**src/rtl/fsm_pkg.sv**
```systemverilog
// Shared encodings and reset constants for the serializer and the sequence detectors.
package fsm_pkg;

  typedef enum logic [1:0] {
    SER_IDLE  = 2'd0,
    SER_SHIFT = 2'd1,
    SER_PAR   = 2'd2
  } ser_state_e;

  // Every block in this family uses a synchronous, active-high reset on clk.
  localparam logic RESET_ACTIVE = 1'b1;

endpackage

```
**src/rtl/bit_down_counter.sv**
```systemverilog
// Loadable down counter with zero flag; saturates at zero instead of wrapping.
module bit_down_counter
  import fsm_pkg::*;
#(
  parameter int W = 3
) (
  input  logic         clk,
  input  logic         reset,
  input  logic         load,
  input  logic [W-1:0] load_val,
  input  logic         dec,
  output logic         zero
);

  logic [W-1:0] cnt_q, cnt_d;

  always_comb begin
    cnt_d = cnt_q;
    if (load)
      cnt_d = load_val;
    else if (dec && (cnt_q != '0))
      cnt_d = cnt_q - 1'b1;
  end

  always_ff @(posedge clk) begin
    if (reset == RESET_ACTIVE)
      cnt_q <= '0;
    else
      cnt_q <= cnt_d;
  end

  assign zero = (cnt_q == '0);

endmodule

```
**src/rtl/bit_serializer.sv**
```systemverilog
// Parallel-to-serial streamer with valid/ready load and gapless back-to-back frames.
// Optional trailing even-parity bit when BIT_SERIALIZER_PARITY_EN is defined.
module bit_serializer
  import fsm_pkg::*;
#(
  parameter int WIDTH     = 8,
  parameter bit MSB_FIRST = 1'b1
) (
  input  logic             clk,
  input  logic             reset,
  input  logic             load_valid,
  input  logic [WIDTH-1:0] load_data,
  output logic             load_ready,
  output logic             ser_out,
  output logic             ser_valid,
  output logic             frame_last
);

  localparam int CW = $clog2(WIDTH);
  localparam logic [CW-1:0] CNT_LAST = CW'(WIDTH - 1);

  ser_state_e       state_q, state_d;
  logic [WIDTH-1:0] shreg_q, shreg_d;
  logic             cnt_load, cnt_dec, cnt_zero;
  logic             accept, head_bit;
  logic [WIDTH-1:0] shifted;

  assign accept   = load_valid && load_ready;
  assign head_bit = MSB_FIRST ? shreg_q[WIDTH-1] : shreg_q[0];
  assign shifted  = MSB_FIRST ? {shreg_q[WIDTH-2:0], 1'b0} : {1'b0, shreg_q[WIDTH-1:1]};

`ifdef BIT_SERIALIZER_PARITY_EN
  logic par_q, par_d;

  always_ff @(posedge clk) begin
    if (reset == RESET_ACTIVE)
      par_q <= 1'b0;
    else
      par_q <= par_d;
  end
`endif

  bit_down_counter #(.W(CW)) u_bit_cnt (
    .clk      (clk),
    .reset    (reset),
    .load     (cnt_load),
    .load_val (CNT_LAST),
    .dec      (cnt_dec),
    .zero     (cnt_zero)
  );

  always_ff @(posedge clk) begin
    if (reset == RESET_ACTIVE) begin
      state_q <= SER_IDLE;
      shreg_q <= '0;
    end else begin
      state_q <= state_d;
      shreg_q <= shreg_d;
    end
  end

  always_comb begin
    state_d  = state_q;
    shreg_d  = shreg_q;
    cnt_load = 1'b0;
    cnt_dec  = 1'b0;
`ifdef BIT_SERIALIZER_PARITY_EN
    par_d    = par_q;
`endif
    case (state_q)
      SER_IDLE: begin
        if (accept) begin
          state_d  = SER_SHIFT;
          shreg_d  = load_data;
          cnt_load = 1'b1;
`ifdef BIT_SERIALIZER_PARITY_EN
          par_d    = ^load_data;
`endif
        end
      end
      SER_SHIFT: begin
        if (!cnt_zero) begin
          shreg_d = shifted;
          cnt_dec = 1'b1;
        end else begin
`ifdef BIT_SERIALIZER_PARITY_EN
          state_d = SER_PAR;
`else
          // Reload on the last bit so the next word follows with no idle cycle.
          if (accept) begin
            shreg_d  = load_data;
            cnt_load = 1'b1;
          end else begin
            state_d = SER_IDLE;
          end
`endif
        end
      end
`ifdef BIT_SERIALIZER_PARITY_EN
      SER_PAR: begin
        if (accept) begin
          state_d  = SER_SHIFT;
          shreg_d  = load_data;
          cnt_load = 1'b1;
          par_d    = ^load_data;
        end else begin
          state_d = SER_IDLE;
        end
      end
`endif
      default: state_d = SER_IDLE;
    endcase
  end

  always_comb begin
    ser_valid  = 1'b0;
    ser_out    = 1'b0;
    frame_last = 1'b0;
    case (state_q)
      SER_SHIFT: begin
        ser_valid = 1'b1;
        ser_out   = head_bit;
`ifndef BIT_SERIALIZER_PARITY_EN
        frame_last = cnt_zero;
`endif
      end
`ifdef BIT_SERIALIZER_PARITY_EN
      SER_PAR: begin
        ser_valid  = 1'b1;
        ser_out    = par_q;
        frame_last = 1'b1;
      end
`endif
      default: ;
    endcase
    load_ready = (reset != RESET_ACTIVE) && ((state_q == SER_IDLE) || frame_last);
  end

endmodule

```
**config.mk**
```make
export PLATFORM = sky130hd
export DESIGN_NAME = bit_serializer
export DESIGN_NICKNAME = d
export VERILOG_FILES = /design/src/rtl/fsm_pkg.sv /design/src/rtl/bit_down_counter.sv /design/src/rtl/bit_serializer.sv
export SDC_FILE = /design/constraint.sdc
export NUM_CORES = 1
export LEC_CHECK = 0
export ABC_AREA = 1
export BUFFER_PORTS_ARGS = -buffer_cell sky130_fd_sc_hd__buf_4
export CAP_MARGIN = 20
export CORE_MARGIN = 2
export CORE_UTILIZATION = 41
export CTS_CLUSTER_DIAMETER = 200
export DETAILED_ROUTE_END_ITERATION = 8
export PLACE_DENSITY = 0.71
export SKIP_CTS_REPAIR_TIMING = 1
export SYNTH_ARGS = -nofsm -noshare
export SYNTH_HDL_FRONTEND = slang
export SYNTH_SLANG_ARGS = --single-unit
export TNS_END_PERCENT = 5
```
**constraint.sdc**
```tcl
create_clock -name clk -period 2.28 [get_ports clk]
set_input_delay 0.114 -clock clk [delete_from_list [all_inputs] [get_ports clk]]
set_output_delay 0.114 -clock clk [all_outputs]
set_load 0.01 [all_outputs]
```
Word-level counts from Yosys, hierarchy flattened

Cells that the tools add are included.

Equal/unequal tests: 4
Bitwise operators: 1
Shift-type cells: 0
Add/sub/neg operators: 1
Reduce and logical (&&, ||, !) cells: 10
$mul: 0
Mux-type cells: 17
Order comparisons: 0
Divide/modulo/power cells: 0

Operator list:

| operator                                                               | number |
|---|---|
| 8-bit 2-to-1 mux                                                       | 2 |
| 8-bit case mux with 2 select lines                                     | 1 |
| 1-bit 2-to-1 mux                                                       | 7 |
| 2-bit 2-to-1 mux                                                       | 3 |
| 3-bit 2-to-1 mux                                                       | 2 |
| 2-bit != test (second input constant)                                  | 3 |
| 2-bit case mux with 2 select lines                                     | 1 |
| 2-bit nonzero test                                                     | 2 |
| 1-bit logical AND                                                      | 3 |
| 3-bit logical NOT                                                      | 1 |
| 3-bit AND reduction                                                    | 1 |
| 3-bit nonzero test                                                     | 1 |
| 3-bit by 1-bit subtractor with 3-bit output (second input constant)    | 1 |
| 2-bit by 1-bit equality test with 1-bit output (second input constant) | 1 |
| 2-bit logical NOT                                                      | 1 |
| 1-bit case mux with 2 select lines                                     | 1 |
| 1-bit logical OR                                                       | 1 |
| 1-bit NOT                                                              | 1 |

Input bits: 11
Latch bits: 0
Bits in registers: 13
ROM bits: 0
RAM bits: 0
Output and inout bits: 4
Memories: 0
Logic and storage cells: 36

Longest topological paths before layout

Gate-level depths: netlist (run 1).

Depth in word-level cells: 9
Depth in mapped cells: 10
Depth with buffers taken out: 10

By module

From an unflattened synthesis (run 1), not the netlist that was laid out.

Cell total of the unflattened synthesis: 92
Area total of the unflattened synthesis: 644.4 um2

Modules (own cells, without submodules):

| module           | times used | area an instance (um2) | seq. area each (um2) | cells each |
|---|---|---|---|---|
| bit_serializer   | 1          | 442.9                  | 180.2                | 58 |
| bit_down_counter | 1          | 201.4                  | 60.1                 | 34 |

Least setup slack after synthesis (run 1)

No wires, ideal clock.

Path kind: reg2reg
From: reg u_bit_cnt.cnt_q[0]
To: reg shreg_q[0]
Arrival: 1.090 ns
Clock period less this slack: 1.205 ns
Cell stages (with the launch flop): 10
Setup time: 0.115 ns
Data required time: 2.165 ns
Path slack: 1.075 ns
Buffers on the path: 0
Path through: dfxtp_1 -> inv_1 -> ha_1 -> nand2_4 -> nand2_4 -> inv_2 -> nor2_4 -> nand2_2 -> nor2_1 -> nor2_1

Longest elaborated chain between the ends: 8

Ends and longest elaborated chain:

| what                                 | line                   | text |
|---|---|---|
| from (decl)                          | bit_down_counter.sv:15 | `logic [W-1:0] cnt_q, cnt_d;` |
| from (signal assigned)               | bit_down_counter.sv:29 | `cnt_q <= cnt_d;` |
| 3-bit logical NOT *                  | bit_down_counter.sv:32 | `assign zero = (cnt_q == '0);` |
| 1-bit 2-to-1 mux *                   | bit_serializer.sv:119  | `case (state_q)` |
| 1-bit logical OR *                   | bit_serializer.sv:136  | `load_ready = (reset != RESET_ACTIVE) && ((state_q == SER_IDLE) \|\| frame_last);` |
| 1-bit logical AND *                  | bit_serializer.sv:136  |  |
| named net load_ready                 | bit_serializer.sv:13   | `output logic load_ready,` |
| 1-bit logical AND *                  | bit_serializer.sv:28   | `assign accept = load_valid && load_ready;` |
| 8-bit 2-to-1 mux *                   | -                      |  |
| 8-bit 2-to-1 mux                     | bit_serializer.sv:82   | `if (!cnt_zero) begin` |
| 8-bit case mux with 2 select lines * | bit_serializer.sv:70   | `case (state_q)` |
| to (signal assigned)                 | bit_serializer.sv:58   | `shreg_q <= shreg_d;` |
| to (decl)                            | bit_serializer.sv:23   | `logic [WIDTH-1:0] shreg_q, shreg_d;` |

Mark *: on every way through the listed nets, which the timed path passes. The rest lies on a longest branch.
A chain may end at the register's enable or synchronous reset.

Final worst setup path (run 1)

From: reg u_bit_cnt.cnt_q[0]
To: out load_ready

Longest elaborated chain between the ends: 4

Ends and longest elaborated chain:

| what              | line |
|---|---|
| 3-bit logical NOT | bit_down_counter.sv:32 |
| 1-bit 2-to-1 mux  | bit_serializer.sv:119 |
| 1-bit logical OR  | bit_serializer.sv:136 |
| 1-bit logical AND | bit_serializer.sv:136 |
| to (decl)         | bit_serializer.sv:13 |

No other way between the ends.

==> run summary, run 1 <==
The flow ran to the end, and the final reports show no timing, DRC or antenna violations. The final layout contains 111 nets. After synthesis the cells add up to 638 sq um.

For the worst-skew pair, the clock arrives at the later sink with an insertion delay of 0.28 ns. Fraction of layout instances using a drive strength above 1: 0.323. The total area inside the core boundary comes to 1490 sq um. For this block, the routed nets add up to 1130 um of wire. The run gives 0.376 as the sequential fraction of the synthesis area. TritonCTS built the clock tree. In this run the power density over the cells is 665 nW/um^2.

Standard-cell row count: 14. Along the worst path, the maximum fanout reaches 18. For the cell-internal power, the log shows 0.000349 W. The worst hold-check path type is input port to flip-flop.

Kind of critical path: flip-flop to output port. The maximum number of pins on one net before global-route repair was 19; the y dimension of the die was 43.5 um. The overall fraction of global-route tracks in use is 0.139, and the net count after synthesis is 95. The first routing iteration left 10 violations. Averaged over all synthesized cells, the footprint is 7.78 sq um. Sequential fraction of design power: 0.488. The quantity of I/O buffers inserted on ports was 14. STA classifies the critical path endpoint as an output port.

0 antenna diodes ended up in the layout. For the worst setup path, the data required time is 2.17 ns. The worst setup path is launched from a flip-flop. The first global-routing pass estimated 1910 um of wire.

The leftover overflow at the end of global routing is 0, and the switching portion of total power is 0.308. The via count of the first global-routing pass is 457, and the peak ir drop on the vdd network is 264 uV. The clock-pin transition on the worst setup and hold timing paths is 0.08 ns, and the worst reg-to-reg setup slack is 0.90 ns. For the pre-CTS setup slack, the log shows 0.913 ns. The count of final setup violators was 0. 15 I/O pins were placed. The die covers 1890 sq um. Number of buffers created by CTS: 3. Die width: 43.5 um. The master of the slowest instance on the critical path was sky130_fd_sc_hd__dfxtp_1. The area added between synthesis and finish was 19.0%. The run gives 0 as the number of remaining DRC errors. Counting every sink on the clock net gives 12.

The routed layout has 526 vias. The area share of the largest cell type after synthesis is 0.376. At the end of routability-driven placement, the weighted congestion stood at 0.771. The first detailed-routing pass ran for 3 iterations.

The fmax came out at 0.629 GHz. For this design the total switching power over the nets is 0.000156 W. The library cells used most frequently in the layout, excluding fill and tap cells, are sky130_fd_sc_hd__nand2_1 (15), sky130_fd_sc_hd__buf_4 (14), sky130_fd_sc_hd__dfxtp_1 (12). Clock power share: 0.264. CTS placed an instance of sky130_fd_sc_hd__clkbuf_4 at the clock tree root. Setup repair after global routing left no endpoint under its margin. The average routed wire per standard cell is 10.1 um. Most repeated library cell on the critical path: sky130_fd_sc_hd__nand2_4.

The most area-hungry cell type in the Yosys netlist is sky130_fd_sc_hd__dfxtp_1. The count of H-tree levels built during CTS was 1. Initial standard-cell utilization of the core: 0.429. The number of synthesized register bits is 12. The slew of the pin with the lowest slew margin was 0.217 ns; the max-cap check violation count was 0. The post-route antenna net violation count was 0; the placed wire-length estimate was 820 um. The clock period could shrink to 1.59 ns. Final cycle utilization of the critical path: 0.698. The critical path data arrival time came out at 1.48 ns.

Leaving out fill and tap cells, the most frequent cell in the layout is sky130_fd_sc_hd__nand2_1. Yosys mapped the design onto 19 distinct sky130hd cell types. The number of buffers and inverters on the critical path is 3.

Number of hold-slack violations in the final timing report: 0. The run gives 112 as the final standard cell count with taps included and fillers excluded. By area the synthesized netlist is led by sky130_fd_sc_hd__dfxtp_1 (38%), sky130_fd_sc_hd__a211oi_2 (12%), sky130_fd_sc_hd__nand2_1 (8.8%). On the worst path, the slowest cell contributes a delay of 0.31 ns.

The initial antenna violation count is 0. The setup total negative slack was 0 ns. The logs give 0.248 for the proportion of power drawn by combinational gates and 0 for the number of warnings reported in the yosys synthesis log. The analysis attributes to cell leakage a power of 0.400 nW.

Among cell families on the critical path, the largest total delay comes from simple AND/OR/NAND/NOR gates. In the routed layout, each cell is associated on average with a via count of 4.70. The worst slew margin relative to its limit was 0.855. Walking the worst path, the cells encountered are inv_1 -> ha_1 -> nand2_4 -> nand2_4 -> inv_2 -> nor2_4 -> buf_4.

Clock skew on the completed layout was measured at 0.00674 ns. The design draws 0.000505 W. The number of max-slew violations in the final report is 0, and the count of mapped cells out of synthesis is 82. After detailed placement, the design holds a cell count of 109.

The tools report the share of the core filled with cells as 0.510. Setup slack on the critical path of the routed design comes to 0.690 ns. The maximum number of buffers from clock root to sink was 2.
## cell type report
class / count / area (sq um)
fillers: 150 / 729
multi-input cells: 52 / 315
flip-flops and latches: 12 / 240
repair buffers: 14 / 105
inverters: 15 / 56.3
clock buffers: 3 / 22.5
well taps: 16 / 20.0
## power by group through the flow
stage / sequential [W] / combinational [W] / clock [W]
after floorplan: 0.000249 / 0.0000982 / 0
after global placement: 0.000251 / 0.000125 / 0
after detailed placement: 0.000251 / 0.000126 / 0
after CTS: 0.000247 / 0.000127 / 0.000139
after global routing: 0.000250 / 0.000141 / 0.000149
final: 0.000247 / 0.000125 / 0.000133
## layer usage
layer  up-vias  wire length, um  track usage
li1        291                -            -
met1       221              545        0.150
met2        12              524        0.236
met3         2               51       0.0625
met4         0                4       0.0545
met5         -                0            0
## final timing paths
check | startpoint | to | cells after the start
setup / recovery | u_bit_cnt.cnt_q[0]$_SDFFE_PP0P_ | load_ready | 7
hold / removal | load_data[0] | shreg_q[0]$_SDFF_PP0_ | 3
setup reg to reg | u_bit_cnt.cnt_q[0]$_SDFFE_PP0P_ | shreg_q[0]$_SDFF_PP0_ | 9
hold reg to reg | shreg_q[5]$_SDFF_PP0_ | shreg_q[6]$_SDFF_PP0_ | 2
## worst min-delay path, delay by kind of cell
| kind | cells | cell delay (ns) |
|---|---|---|
| buffers and inverters | 1 | 0.07 |
| and+or+nand+nor | 2 | 0.10 |
## synth_stat cells
cell type / n
sky130_fd_sc_hd__buf_6: 1
sky130_fd_sc_hd__nand3_1: 2
sky130_fd_sc_hd__nand2_4: 2
sky130_fd_sc_hd__o21ai_1: 2
sky130_fd_sc_hd__a21oi_1: 7
sky130_fd_sc_hd__dfxtp_1: 12
sky130_fd_sc_hd__buf_4: 2
sky130_fd_sc_hd__nand2_2: 1
sky130_fd_sc_hd__inv_2: 4
sky130_fd_sc_hd__o211ai_1: 1
sky130_fd_sc_hd__a211oi_2: 6
sky130_fd_sc_hd__o21ai_0: 2
sky130_fd_sc_hd__inv_1: 11
sky130_fd_sc_hd__nand2_1: 15
sky130_fd_sc_hd__nand4_1: 1
sky130_fd_sc_hd__nor2_4: 1
sky130_fd_sc_hd__nor2_1: 9
sky130_fd_sc_hd__a31oi_1: 1
sky130_fd_sc_hd__ha_1: 2
## through the flow
stage / instance area [sq um] / hold WS (ns)
final: 759 / 0.0533
after global routing: 759 / 0.0530
after CTS: 759 / 0.0486
after detailed placement: 737 / 0.339
after global placement: 737 / 0.328
after floorplan: 638 / 0.235
## state kept, by name, indices dropped and copies added (netlist names)
| register | count |
|---|---|
| state_q | 1 |
| u_bit_cnt.cnt_q | 3 |
| shreg_q | 8 |
## logic make-up after synthesis
family | share of synthesized area
and+or+nand+nor | 0.229
AOI/OAI and AO/OA | 0.225
buffers and inverters | 0.129
DFF | 0.376
adders and majority gates | 0.0392
Power figures use the tool's default switching activity.
==> inputs of run 2 (changes only) <==
--- a/config.mk
+++ b/config.mk
@@ -12,7 +12,7 @@
 export CORE_UTILIZATION = 41
 export CTS_CLUSTER_DIAMETER = 200
 export DETAILED_ROUTE_END_ITERATION = 8
-export PLACE_DENSITY = 0.71
+export PLACE_DENSITY = 0.73
 export SKIP_CTS_REPAIR_TIMING = 1
 export SYNTH_ARGS = -nofsm -noshare
 export SYNTH_HDL_FRONTEND = slang
==> constraint.sdc (replaced) <==
create_clock -name clk -period 1.3 [get_ports clk]
set_input_delay 0.065 -clock clk [delete_from_list [all_inputs] [get_ports clk]]
set_output_delay 0.065 -clock clk [all_outputs]
set_load 0.01 [all_outputs]
==> run summary, run 2 (synthesized netlist as in run 1, its figures left out) <==
Total cell area at the placement stage: 752 sq um (+2.0%). The flow ran to the end, and the final reports show no timing, DRC or antenna violations. The routed wire length came out at 1290 um (+15%).

The clock-pin transition on the worst setup and hold timing paths came out at 0.08 ns (about the same). The area growth from synthesis to layout is 31.6%. The logs give 0.000946 W (+87%) for the sum of internal, switching and leakage power and 118 (+6.3%) for the final net count.

TritonCTS built the clock tree. The tools report the combined flip-flop and latch cell area as 241 sq um (+0.52%). The global routing usage on met2 came out at 0.248 (+0.0119). Worst hold-check path type: input port to flip-flop.

The slowest stage of the critical path belongs to the cell sky130_fd_sc_hd__dfxtp_1. The worst setup path is captured at an output port. The via count of the first global-routing pass was 522 (+14%). The slew of the pin with the lowest slew margin was 0.187 ns (-0.0301 ns); the overall fraction of global-route tracks in use was 0.149 (+0.0109). The number of max-slew violations in the final report came out at 0 (unchanged). The logs give 0.744 (-3.5%) for the final weighted congestion of routability-driven global placement and 0 (unchanged) for the initial antenna violation count. The maximum number of buffers from clock root to sink came out at 2 (unchanged).

The fraction of layout instances using a drive strength above 1 was 0.427 (+0.104); the number of fillers in the final layout was 139 (-7.3%). For the finished layout, the period the worst path requires is 1.30 ns. The tools report the worst path required time as 1.24 ns (-0.93 ns). Setup repair after global routing could not meet its margin everywhere. Leading cell type in the layout, fill and taps excluded: sky130_fd_sc_hd__buf_4.

The total via count in the routed design is 562 (+6.8%). STA classifies the critical path startpoint as a flip-flop. The area of combinational cells with multiple inputs is 333 sq um (+5.6%), and the number of buffer and inverter instances along the worst setup path is 3 (unchanged). The finished layout cell area was 840 sq um (+11%); the count of final setup violators was 0 (unchanged). The run gives 882 um (+7.6%) as the placed wire-length estimate. Timing would allow up to 0.772 GHz.

The number of remaining DRC errors is 0 (unchanged), and the maximum net fanout on the critical path is 4 (-14). Final cycle utilization of the critical path: 0.997. The die width was 43.5 um (unchanged). The run gives 0.0792 (+0.0167) as the global-route met3 utilization. Leaving out fill and tap cells, the most frequent cells in the layout are sky130_fd_sc_hd__buf_4 (20), sky130_fd_sc_hd__nand2_1 (15), sky130_fd_sc_hd__dfxtp_1 (11). The fraction of met1 tracks used by global routing is 0.170 (+0.0198), and the detail-routed via count per cell is 4.72 (+0.56%). For the leftover overflow at the end of global routing, the log shows 0 (unchanged).

The initial standard-cell utilization of the core came out at 0.429 (unchanged). The count of H-tree levels built during CTS is 1 (unchanged). For the count of inserted antenna diode cells, the log shows 0 (unchanged). The logs give 0.27 ns (about the same) for the clock latency at the later pin of the worst-skew pair and 1490 sq um (unchanged) for the area of the core. The run gives 0 ns (unchanged) as the setup total negative slack. The tools report the max-cap check violation count as 0 (unchanged).

The run gives 0.0298 ns (-0.0235 ns) as the worst hold slack. The quantity of I/O buffers inserted on ports came out at 14 (unchanged). Traced cell by cell, the critical path runs through inv_2 -> ha_4 -> nand2_4 -> nand2_4 -> inv_6 -> nor2_4 -> buf_6. The tools report the first-pass GRT wire length as 2100 um (+10%). Ranked by flip-flop count, first place goes to shreg_q. The number of flip-flops under the largest register name was 8 (unchanged); the maximum number of pins on one net before global-route repair was 12 (-7). The number of buffers created by CTS was 3 (unchanged).

The worst setup path is of the flip-flop to output port kind. Among the stages of the critical path, the cell type that occurs most often is sky130_fd_sc_hd__nand2_4. The DRC marker count from the first detailed-route iteration is 2 (-8), and the worst slew margin relative to its limit is 0.874 (+0.0189).

The logs give 0.432 nW (+8.0%) for the static leakage and 1.23 ns (-0.25 ns) for the critical path data arrival time. The delay of the slowest cell on the worst path was 0.31 ns (about the same); the cell count after placement was 111 (+1.8%). Number of optimization iterations in the first detailed-route pass: 2 (-1). The y dimension of the die is 43.5 um (unchanged), and the number of hold-slack violations in the final timing report is 0 (unchanged). Broken down by cell family, the worst path's largest delay share belongs to flip-flops. The power per standard cell area was 1130 nW/um^2 (+70%). The I/O pin count came out at 15 (unchanged). The post-route antenna net violation count came out at 0 (unchanged).

The peak ir drop on the vdd network was 905 uV (+240%); the maximum clock skew at final layout was 0.00493 ns (-0.00181 ns). The logs give 1890 sq um (unchanged) for the die outline area and 12 (unchanged) for the number of clock sinks. Busiest layer in global routing: met2. For the final standard cell count with taps included and fillers excluded, the log shows 119 (+6.3%). The tools report the clock root buffer as sky130_fd_sc_hd__clkbuf_4.

The standard-cell row count came out at 14 (unchanged). The largest registers in the layout are shreg_q: 8 flops, u_bit_cnt.cnt_q: 3 flops, state_q: 1 flops. Average routed wire per standard cell: 10.9 um (+8.2%).
==> run 2: cell types whose count changed in the layout (fill, tap and decap cells not counted), sizes merged <==
cell  delta
buf      +7
==> run 2: path summary, 6_finish.rpt <==
path,from,end,slack (ns),cells past startpoint
max,u_bit_cnt.cnt_q[0]$_SDFFE_PP0P_,load_ready,0.004,7
min,load_data[0],shreg_q[0]$_SDFF_PP0_,0.03,3
max reg2reg,u_bit_cnt.cnt_q[0]$_SDFFE_PP0P_,shreg_q[3]$_SDFF_PP0_,0.02,7
min reg2reg,shreg_q[0]$_SDFF_PP0_,shreg_q[1]$_SDFF_PP0_,0.51,2
==> run 2: per-layer routing <==
metal / wire length, um / share of wire
met3: 73 / 0.056
met1: 568 / 0.44
met4: 0 / 0
met2: 652 / 0.50
met5: 0 / 0
==> run 2: power by group <==
| group | switching, W | total (W) | internal (W) |
|---|---|---|---|
| sequential | 0.0000250 | 0.000436 | 0.000411 |
| combinational | 0.000147 | 0.000284 | 0.000137 |
| clock | 0.000120 | 0.000227 | 0.000107 |
==> run 2: layout make-up <==
class / instances / area share
flip-flops and latches: 12 / 0.288
inverters: 15 / 0.0730
repair buffers: 21 / 0.192
well taps: 16 / 0.0238
clock buffers: 3 / 0.0268
multi-input cells: 52 / 0.396
==> run 2: metrics by stage <==
stage                     setup slack [ns]  utilization
final                              0.00386        0.564
after global routing               -0.0853        0.564
after CTS                           -0.138        0.520
after detailed placement            0.0485        0.505
after global placement               0.102        0.505
after floorplan                     0.0951            -
==> run 2: tightest hold or removal path, stage by stage <==
cell and delay [ns]:
sky130_fd_sc_hd__buf_4 0.08, sky130_fd_sc_hd__nor2_1 0.03, sky130_fd_sc_hd__nor2_1 0.08
